**config.mk**
```make
export PLATFORM = sky130hd
export DESIGN_NAME = sw_debounce_flat
export DESIGN_NICKNAME = d
export VERILOG_FILES = /design/src/rtl/sw_debounce_if.sv /design/src/rtl/sw_debounce.sv /design/src/flat_wrapper.sv
export SDC_FILE = /design/constraint.sdc
export NUM_CORES = 1
export LEC_CHECK = 0
export ABC_AREA = 1
export CORE_MARGIN = 2
export CORE_UTILIZATION = 30
export DETAILED_ROUTE_END_ITERATION = 16
export GPL_TIMING_DRIVEN = 0
export HOLD_SLACK_MARGIN = 0.05
export PLACE_DENSITY = 0.53
export SETUP_SLACK_MARGIN = 0.15
export SYNTH_ARGS = -nofsm -noshare
export SYNTH_HDL_FRONTEND = slang
export SYNTH_SLANG_ARGS = --single-unit
export TNS_END_PERCENT = 5
```
**constraint.sdc**
```tcl
create_clock -name clk -period 4.3 [get_ports clk]
set_input_delay 0.43 -clock clk [delete_from_list [all_inputs] [get_ports clk]]
set_output_delay 0.43 -clock clk [all_outputs]
set_load 0.05 [all_outputs]
```
**src/rtl/sw_debounce_if.sv**
```systemverilog
// Switch conditioning bus: raw switch levels in, debounced levels and edge pulses out.
interface sw_debounce_if #(
    parameter int N_SW = 10
);
    logic [N_SW-1:0] sw_in;
    logic [N_SW-1:0] sw_stable;
    logic [N_SW-1:0] sw_rise;
    logic [N_SW-1:0] sw_fall;
    logic            sw_changed;

    // Board / stimulus side: drives raw switches, consumes clean levels.
    modport master (
        output sw_in,
        input  sw_stable, sw_rise, sw_fall, sw_changed
    );

    // Debouncer side.
    modport slave (
        input  sw_in,
        output sw_stable, sw_rise, sw_fall, sw_changed
    );
endinterface

```
**src/rtl/sw_debounce.sv**
```systemverilog
// Switch debouncer: two-flop synchroniser, per-bit stability counter,
// registered clean level plus one-cycle rise/fall pulses per switch.

// One switch lane. Accepts a new level after DEB_CYCLES consecutive
// cycles of the synchronised input disagreeing with the current level.
module sw_debounce_lane #(
    parameter int DEB_CYCLES = 50000
) (
    input  logic clk,
    input  logic reset,
    input  logic raw,
    output logic stable,
    output logic rise,
    output logic fall,
    output logic flip_nxt  // level accepted on the coming edge
);
    localparam int CNT_W = $clog2(DEB_CYCLES) + 1;
    localparam logic [CNT_W-1:0] CNT_LAST = CNT_W'(DEB_CYCLES - 1);

    logic             s1_q, s1_d;
    logic             s2_q, s2_d;
    logic             stable_q, stable_d;
    logic             rise_q, rise_d;
    logic             fall_q, fall_d;
    logic [CNT_W-1:0] cnt_q, cnt_d;

    // Next-state: synchroniser shift, count disagreement, flip level at the limit.
    always_comb begin
        s1_d     = raw;
        s2_d     = s1_q;
        cnt_d    = '0;
        stable_d = stable_q;
        rise_d   = 1'b0;
        fall_d   = 1'b0;
        if (s2_q != stable_q) begin
            if (cnt_q == CNT_LAST) begin
                stable_d = s2_q;
                rise_d   = s2_q;
                fall_d   = ~s2_q;
            end else begin
                cnt_d = cnt_q + 1'b1;
            end
        end
    end

    // State registers; reset drops any partial count and the synchroniser contents.
    always_ff @(posedge clk) begin
        if (reset) begin
            s1_q     <= 1'b0;
            s2_q     <= 1'b0;
            cnt_q    <= '0;
            stable_q <= 1'b0;
            rise_q   <= 1'b0;
            fall_q   <= 1'b0;
        end else begin
            s1_q     <= s1_d;
            s2_q     <= s2_d;
            cnt_q    <= cnt_d;
            stable_q <= stable_d;
            rise_q   <= rise_d;
            fall_q   <= fall_d;
        end
    end

    assign stable   = stable_q;
    assign rise     = rise_q;
    assign fall     = fall_q;
    assign flip_nxt = rise_d | fall_d;
endmodule

module sw_debounce #(
    parameter int N_SW       = 10,
    parameter int DEB_CYCLES = 50000
) (
    input logic           clk,
    input logic           reset,
    sw_debounce_if.slave  bus
);
    logic [N_SW-1:0] stable_w, rise_w, fall_w, flip_w;
    logic            sw_changed_q, sw_changed_d;

    for (genvar i = 0; i < N_SW; i++) begin : g_lane
        sw_debounce_lane #(.DEB_CYCLES(DEB_CYCLES)) u_lane (
            .clk      (clk),
            .reset    (reset),
            .raw      (bus.sw_in[i]),
            .stable   (stable_w[i]),
            .rise     (rise_w[i]),
            .fall     (fall_w[i]),
            .flip_nxt (flip_w[i])
        );
    end

    // Summary pulse lines up with the per-bit pulses by using their next-state.
    always_comb begin
        sw_changed_d = |flip_w;
    end

    // Registered summary pulse.
    always_ff @(posedge clk) begin
        if (reset) sw_changed_q <= 1'b0;
        else       sw_changed_q <= sw_changed_d;
    end

    assign bus.sw_stable  = stable_w;
    assign bus.sw_rise    = rise_w;
    assign bus.sw_fall    = fall_w;
    assign bus.sw_changed = sw_changed_q;
endmodule

```
**src/flat_wrapper.sv**
```systemverilog
// flat-port wrapper written by rule: the top's interface ports become plain ports
module sw_debounce_flat 
#(
    parameter int N_SW       = 10,
    parameter int DEB_CYCLES = 50000
)
  (clk, reset, bus_sw_in, bus_sw_stable, bus_sw_rise, bus_sw_fall, bus_sw_changed);
  sw_debounce_if #(.N_SW(N_SW)) bus_i ();
  input logic clk;
  input logic reset;
  input wire logic [$bits(bus_i.sw_in)-1:0] bus_sw_in;
  output wire logic [$bits(bus_i.sw_stable)-1:0] bus_sw_stable;
  output wire logic [$bits(bus_i.sw_rise)-1:0] bus_sw_rise;
  output wire logic [$bits(bus_i.sw_fall)-1:0] bus_sw_fall;
  output wire logic [$bits(bus_i.sw_changed)-1:0] bus_sw_changed;
  assign bus_i.sw_in = bus_sw_in;
  assign bus_sw_stable = bus_i.sw_stable;
  assign bus_sw_rise = bus_i.sw_rise;
  assign bus_sw_fall = bus_i.sw_fall;
  assign bus_sw_changed = bus_i.sw_changed;
  sw_debounce #(.N_SW(N_SW), .DEB_CYCLES(DEB_CYCLES)) u_core (.clk(clk), .reset(reset), .bus(bus_i));
endmodule
```
# Word-level counts from Yosys, hierarchy flattened
# Cells that the tools add are included.
dict set report totals {
  register_bits 221
  input_bits 12
  output_inout_bits 31
  elab_cells 182
}
dict set report op_classes {
  addsub 10
  n_eq_ne 20
  n_mux 40
  bitwise 30
  n_reduce_logical 21
}
# op count
set ops {}
lappend ops {{adder 17 x 1 -> 17 bit, second input constant} 10}
lappend ops {{equality test 17 x 16 -> 1 bit, second input constant} 10}
lappend ops {{two-way mux 1 bit} 40}
lappend ops {{OR reduction 3 bit} 10}
lappend ops {{NOT 1 bit} 20}
lappend ops {{AND reduction 2 bit} 10}
lappend ops {{inequality test 1 bit} 10}
lappend ops {{OR 1 bit} 10}
lappend ops {{OR reduction 10 bit} 1}

# Depth between registers and ports, before layout
dict set report logic_depth {
  depth_word 5
  ltp_mapped 11
  ltp_nobuf 11
}

# By module
# Synthesis repeated with hierarchy kept, for this count alone.
dict set report hier_totals {
  cells_unflattened 1540
  area_unflattened_um2 10877.9
}
# module instances cells_per_inst area_per_inst_um2 seq_area_each_um2
set by_module_without_submodules {}
lappend by_module_without_submodules {sw_debounce_lane 10 153 1082.3 440.4}
lappend by_module_without_submodules {sw_debounce 1 10 55.1 20.0}

# Worst setup path after synthesis
# OpenSTA, ideal clock, no wires.
dict set report synth_timing {
  kind {register to register}
  start {reg u_core.g_lane[4].u_lane.cnt_q[0]}
  end {reg u_core.g_lane[4].u_lane.cnt_q[14]}
  setup_ns 0.121
  t_arrival_ns 1.373
  required_time_ns 4.179
  path_slack_ns 2.806
  path_stages_with_launch 9
  n_path_buf 0
  synth_period_minus_slack_ns 1.494
  path_cell_list {dfxtp_1 -> ha_1 -> nand2_1 -> nor3_2 -> nand2_1 -> nor2_2 -> nand3_1 -> nor3_1 -> nor3_2}
}
dict set report synth_between {
  elab_chain_cells 2
  word_cells_on_any_way 3
  classes_between {add/sub: 1; eq/ne: 1; reduce/logical: 1}
}
# element line_no
set synth_lines {}
lappend synth_lines {{from (decl)} sw_debounce.sv:25} ;# logic [CNT_W-1:0] cnt_q, cnt_d;
lappend synth_lines {{from (signal assigned)} sw_debounce.sv:58} ;# cnt_q <= cnt_d;
lappend synth_lines {{branches (longest 2 deep; another with adder 17 x 1 -> 17 bit)} n/a}
# Parallel ways; which one is timed is not known.
# A chain may end at the register's enable or synchronous reset.

# Final worst setup path
dict set report layout_timing {
  start {reg u_core.g_lane[3].u_lane.stable_q}
  end {out bus_sw_stable[3]}
}
# element line_no
set layout_rtl {}
lappend layout_rtl {{from (decl)} sw_debounce.sv:22} ;# logic stable_q, stable_d;
lappend layout_rtl {{from (signal assigned)} sw_debounce.sv:59} ;# stable_q <= stable_d;
lappend layout_rtl {{to (decl)} flat_wrapper.sv:12} ;# output wire logic [$bits(bus_i.sw_stable)-1:0] bus_sw_stable;
# No word-level cell between the ends.

==> flow_metrics.py <==
metrics = {
    "detailed_routing": {
        "drt_first_pass_iters": 5,
        "vias": 7783,
        "detailedRoute.firstIterationViolations": 355,
        "detail_route.drc_violations": 0,
        "routed_wl_um": 19600,
        "wl_per_cell_um": 10.9,
        "vias_per_cell": 4.34,
        "ant_nets": 0,
    },
    "pwr": {
        "combinationalPowerShare_pct": 1.5,
        "ir_worst_vdd_mv": 0.290,
        "clk_network_pwr_share_pct": 50.1,
        "power_switching_share_pct": 21.0,
        "internal_power_mw": 3.37,
        "powerDensity_mw_per_mm2": 365,
        "seq_power_share_pct": 48.4,
        "power.switching_mw": 0.897,
        "power_leakage_nw": 4.00,
    },
    "logic_synthesis": {
        "synth.cell_area_mm2": 0.00989,
        "largest_area_contributor_in_the_netlist": "sky130_fd_sc_hd__dfxtp_1",
        "synth_seq_cells": 221,
        "syn-mean-instance-area_um2": 7.82,
        "ys_types": 47,
        "leading_post_synthesis_cells_by_cell_area": "sky130_fd_sc_hd__dfxtp_1 (45%), sky130_fd_sc_hd__nor2_1 (8.8%), sky130_fd_sc_hd__nand2_1 (6.3%)",
        "mappedNetlistNets": 1287,
        "proportion_of_netlist_area_held_by_the_largest_area_contributor_pct": 44.7,
        "synth.yosys.seq_area_share_pct": 44.7,
        "count_of_yosys_warnings_during_synthesis": 0,
        "netlist_instances": 1265,
    },
    "floorplanning": {
        "initial_core_util_pct": 30.4,
        "design.portCount": 43,
        "dieArea_mm2": 0.0344,
        "floorplan.rows": 66,
        "core_mm2": 0.0325,
        "die_h_um": 186,
        "die_width_um": 186,
    },
    "worst_setup_path": {
        "path_class": "reg -> out",
        "end_kind": "output port",
        "path_max_fanout": 4,
        "crit_path_start_kind": "flip-flop",
        "crit_arrival_ns": 1.89,
        "timing.critical_path.required_ns": 3.87,
        "timing.reg2reg.setup_slack_ns": 2.54,
        "rr_worst_depth": 11,
    },
    "sta": {
        "final_critical_path_share_of_the_clock_period_pct": 54.0,
        "finalSetupTns_ns": 0,
        "final_hold_violations": 0,
        "relSlewSlack_pct": 51.3,
        "period_minus_slack_ns": 2.32,
        "tightest_slew_ns": 0.730,
        "fin_skew_ns": 0.00662,
        "setup-violations-final": 0,
        "rsz_0062_raised_after_global_routing": "false",
        "clock.fmax_ghz": 0.431,
        "max_slew_vio_count": 0,
    },
    "layout": {
        "design_area_mm2": 0.0117,
        "num_antenna_cells": 0,
        "most-common-layout-cells": "sky130_fd_sc_hd__nor2_1 (233), sky130_fd_sc_hd__dfxtp_1 (221), sky130_fd_sc_hd__nand2_1 (165)",
        "fraction_of_final_layout_cells_sized_beyond_drive_strength_1_pct": 13.2,
        "design.final.nets": 1357,
        "layout_commonest_cell": "sky130_fd_sc_hd__nor2_1",
        "syn_to_final_growth_pct": 18.2,
    },
    "clock_network": {
        "cts-resized-gates": 0,
        "clock_path_buffers": 3,
        "post_cts.repair.setup_buffers": 0,
        "number_of_h_tree_levels": 1,
        "cts_tree": "built",
        "number_of_buffers_added_to_fix_hold_violations_after_cts": 0,
        "clock-root-buffer": "sky130_fd_sc_hd__clkbuf_16",
        "numClockSinks": 221,
        "clock_insertion_delay_at_the_later_pin_of_the_skew_report_ns": 0.52,
        "clk_pin_slew_ns": 0.06,
        "cts_buffers": 27,
    },
    "placed_design": {
        "place.port_buffers": 41,
        "dpl.hpwl_um": 14300,
        "dp_area_mm2": 0.0109,
        "gp_congestion": 0.772,
    },
    "run": {
        "cap_viol_max_count": 0,
    },
    "grt": {
        "grt_util_all_layers_pct": 11.7,
        "global_route_wire_length_before_repair_um": 33500,
        "grt_pass1_vias": 7112,
        "antenna_violations_before_repair": 0,
        "grt_max_degree": 13,
        "grt_overflow": 0,
    },
    "outcome": {
        "status": "finished clean",
    },
    "min_path": {
        "timing.hold.worst.class": "reg -> reg",
        "worst_hold_path.num_cells": 2,
    },
}
-- worst paths after layout --
kind	start	to
worst max-delay path	u_core.g_lane[3].u_lane.stable$_SDFFE_PP0P_	bus_sw_stable[3]
worst min-delay path	u_core.g_lane[0].u_lane.s1_q$_SDFF_PP0_	u_core.g_lane[0].u_lane.s2_q$_SDFF_PP0_
worst max register to register	u_core.g_lane[7].u_lane.cnt_q[0]$_SDFF_PP0_	u_core.g_lane[7].u_lane.cnt_q[15]$_SDFF_PP0_
worst min register to register	u_core.g_lane[0].u_lane.s1_q$_SDFF_PP0_	u_core.g_lane[0].u_lane.s2_q$_SDFF_PP0_
-- cell usage after synthesis (all sizes together) --
cell and number:
o31ai 2, nor3 65, nor4 10, a31o 1, ha 10, nand2 169, o21ai 12, nand3b 3
o21bai 4, o21a 10, nor2 271, nand3 80, buf 42, and3 4, nand4 31, o211ai 7
a31oi 4, a21oi 53, o22ai 1, or2 8, nor3b 19, or3 1, xor2 52, xnor2 14
clkbuf 5, a211oi 8, inv 158, dfxtp 221
-- logic make-up (layout without fill, tap and decap cells) --
logic type	after synthesis	in the layout	synth area share [%]
and+or+nand+nor	661	661	32.4
AOI/OAI and AO/OA	102	102	6.29
buffers and inverters	205	292	9.43
adders and majority gates	10	10	1.27
DFF	221	221	44.7
xor gates and xnor gates	66	66	5.85
-- critical path: stages (launching register included) --
cell	delay, ns
sky130_fd_sc_hd__dfxtp_1	0.44
sky130_fd_sc_hd__buf_4	0.15
sky130_fd_sc_hd__clkdlybuf4s50_1	0.78
-- power groups by stage --
stage / clock network [mW] / registers, mW / logic (mW)
2_1_floorplan: 0 / 2.11 / 0.0397
3_3_place_gp: 0 / 2.11 / 0.0673
3_5_place_dp: 0 / 2.11 / 0.0678
4_1_cts: 2.21 / 2.07 / 0.0679
5_1_grt: 2.29 / 2.07 / 0.0745
6_report: 2.14 / 2.07 / 0.0662
-- cell type report --
type                            instances  area, um2
Buffer                                 47        339
Clock buffer                           39        771
Clock inverter                          7       65.1
Fill cell                            3400      20800
Inverter                              158        593
Multi-Input combinational cell        839       4530
Sequential cell                       221       4420
Tap cell                              442        553
Timing Repair Buffer                   41        410
-- per-stage QoR --
step	std cells	total power [mW]	setup slack, ns	utilization, %	hold slack, ns
2_1_floorplan	1265	2.15	2.81	-	0.388
3_3_place_gp	1748	2.18	2.37	33.4	0.394
3_5_place_dp	1748	2.18	2.34	33.4	0.396
4_1_cts	1794	4.34	1.93	35.9	0.404
5_1_grt	1794	4.43	1.92	35.9	0.422
6_report	1794	4.27	1.98	35.9	0.400
-- registers in the layout, indices dropped and copies added (netlist names) --
register / flops
u_core.g_lane.u_lane.stable: 10
u_core.bus.sw_changed: 1
u_core.g_lane.u_lane.s2_q: 10
u_core.g_lane.u_lane.rise: 10
u_core.g_lane.u_lane.fall: 10
u_core.g_lane.u_lane.cnt_q: 170
u_core.g_lane.u_lane.s1_q: 10
-- per-layer routing --
metal  wire length, um  track usage (%)
met1              9950             16.4
met2              8510             18.5
met3               666             1.82
met4               510             3.24
met5                 0                0
Note: power is estimated with default switching activity, not from simulation.
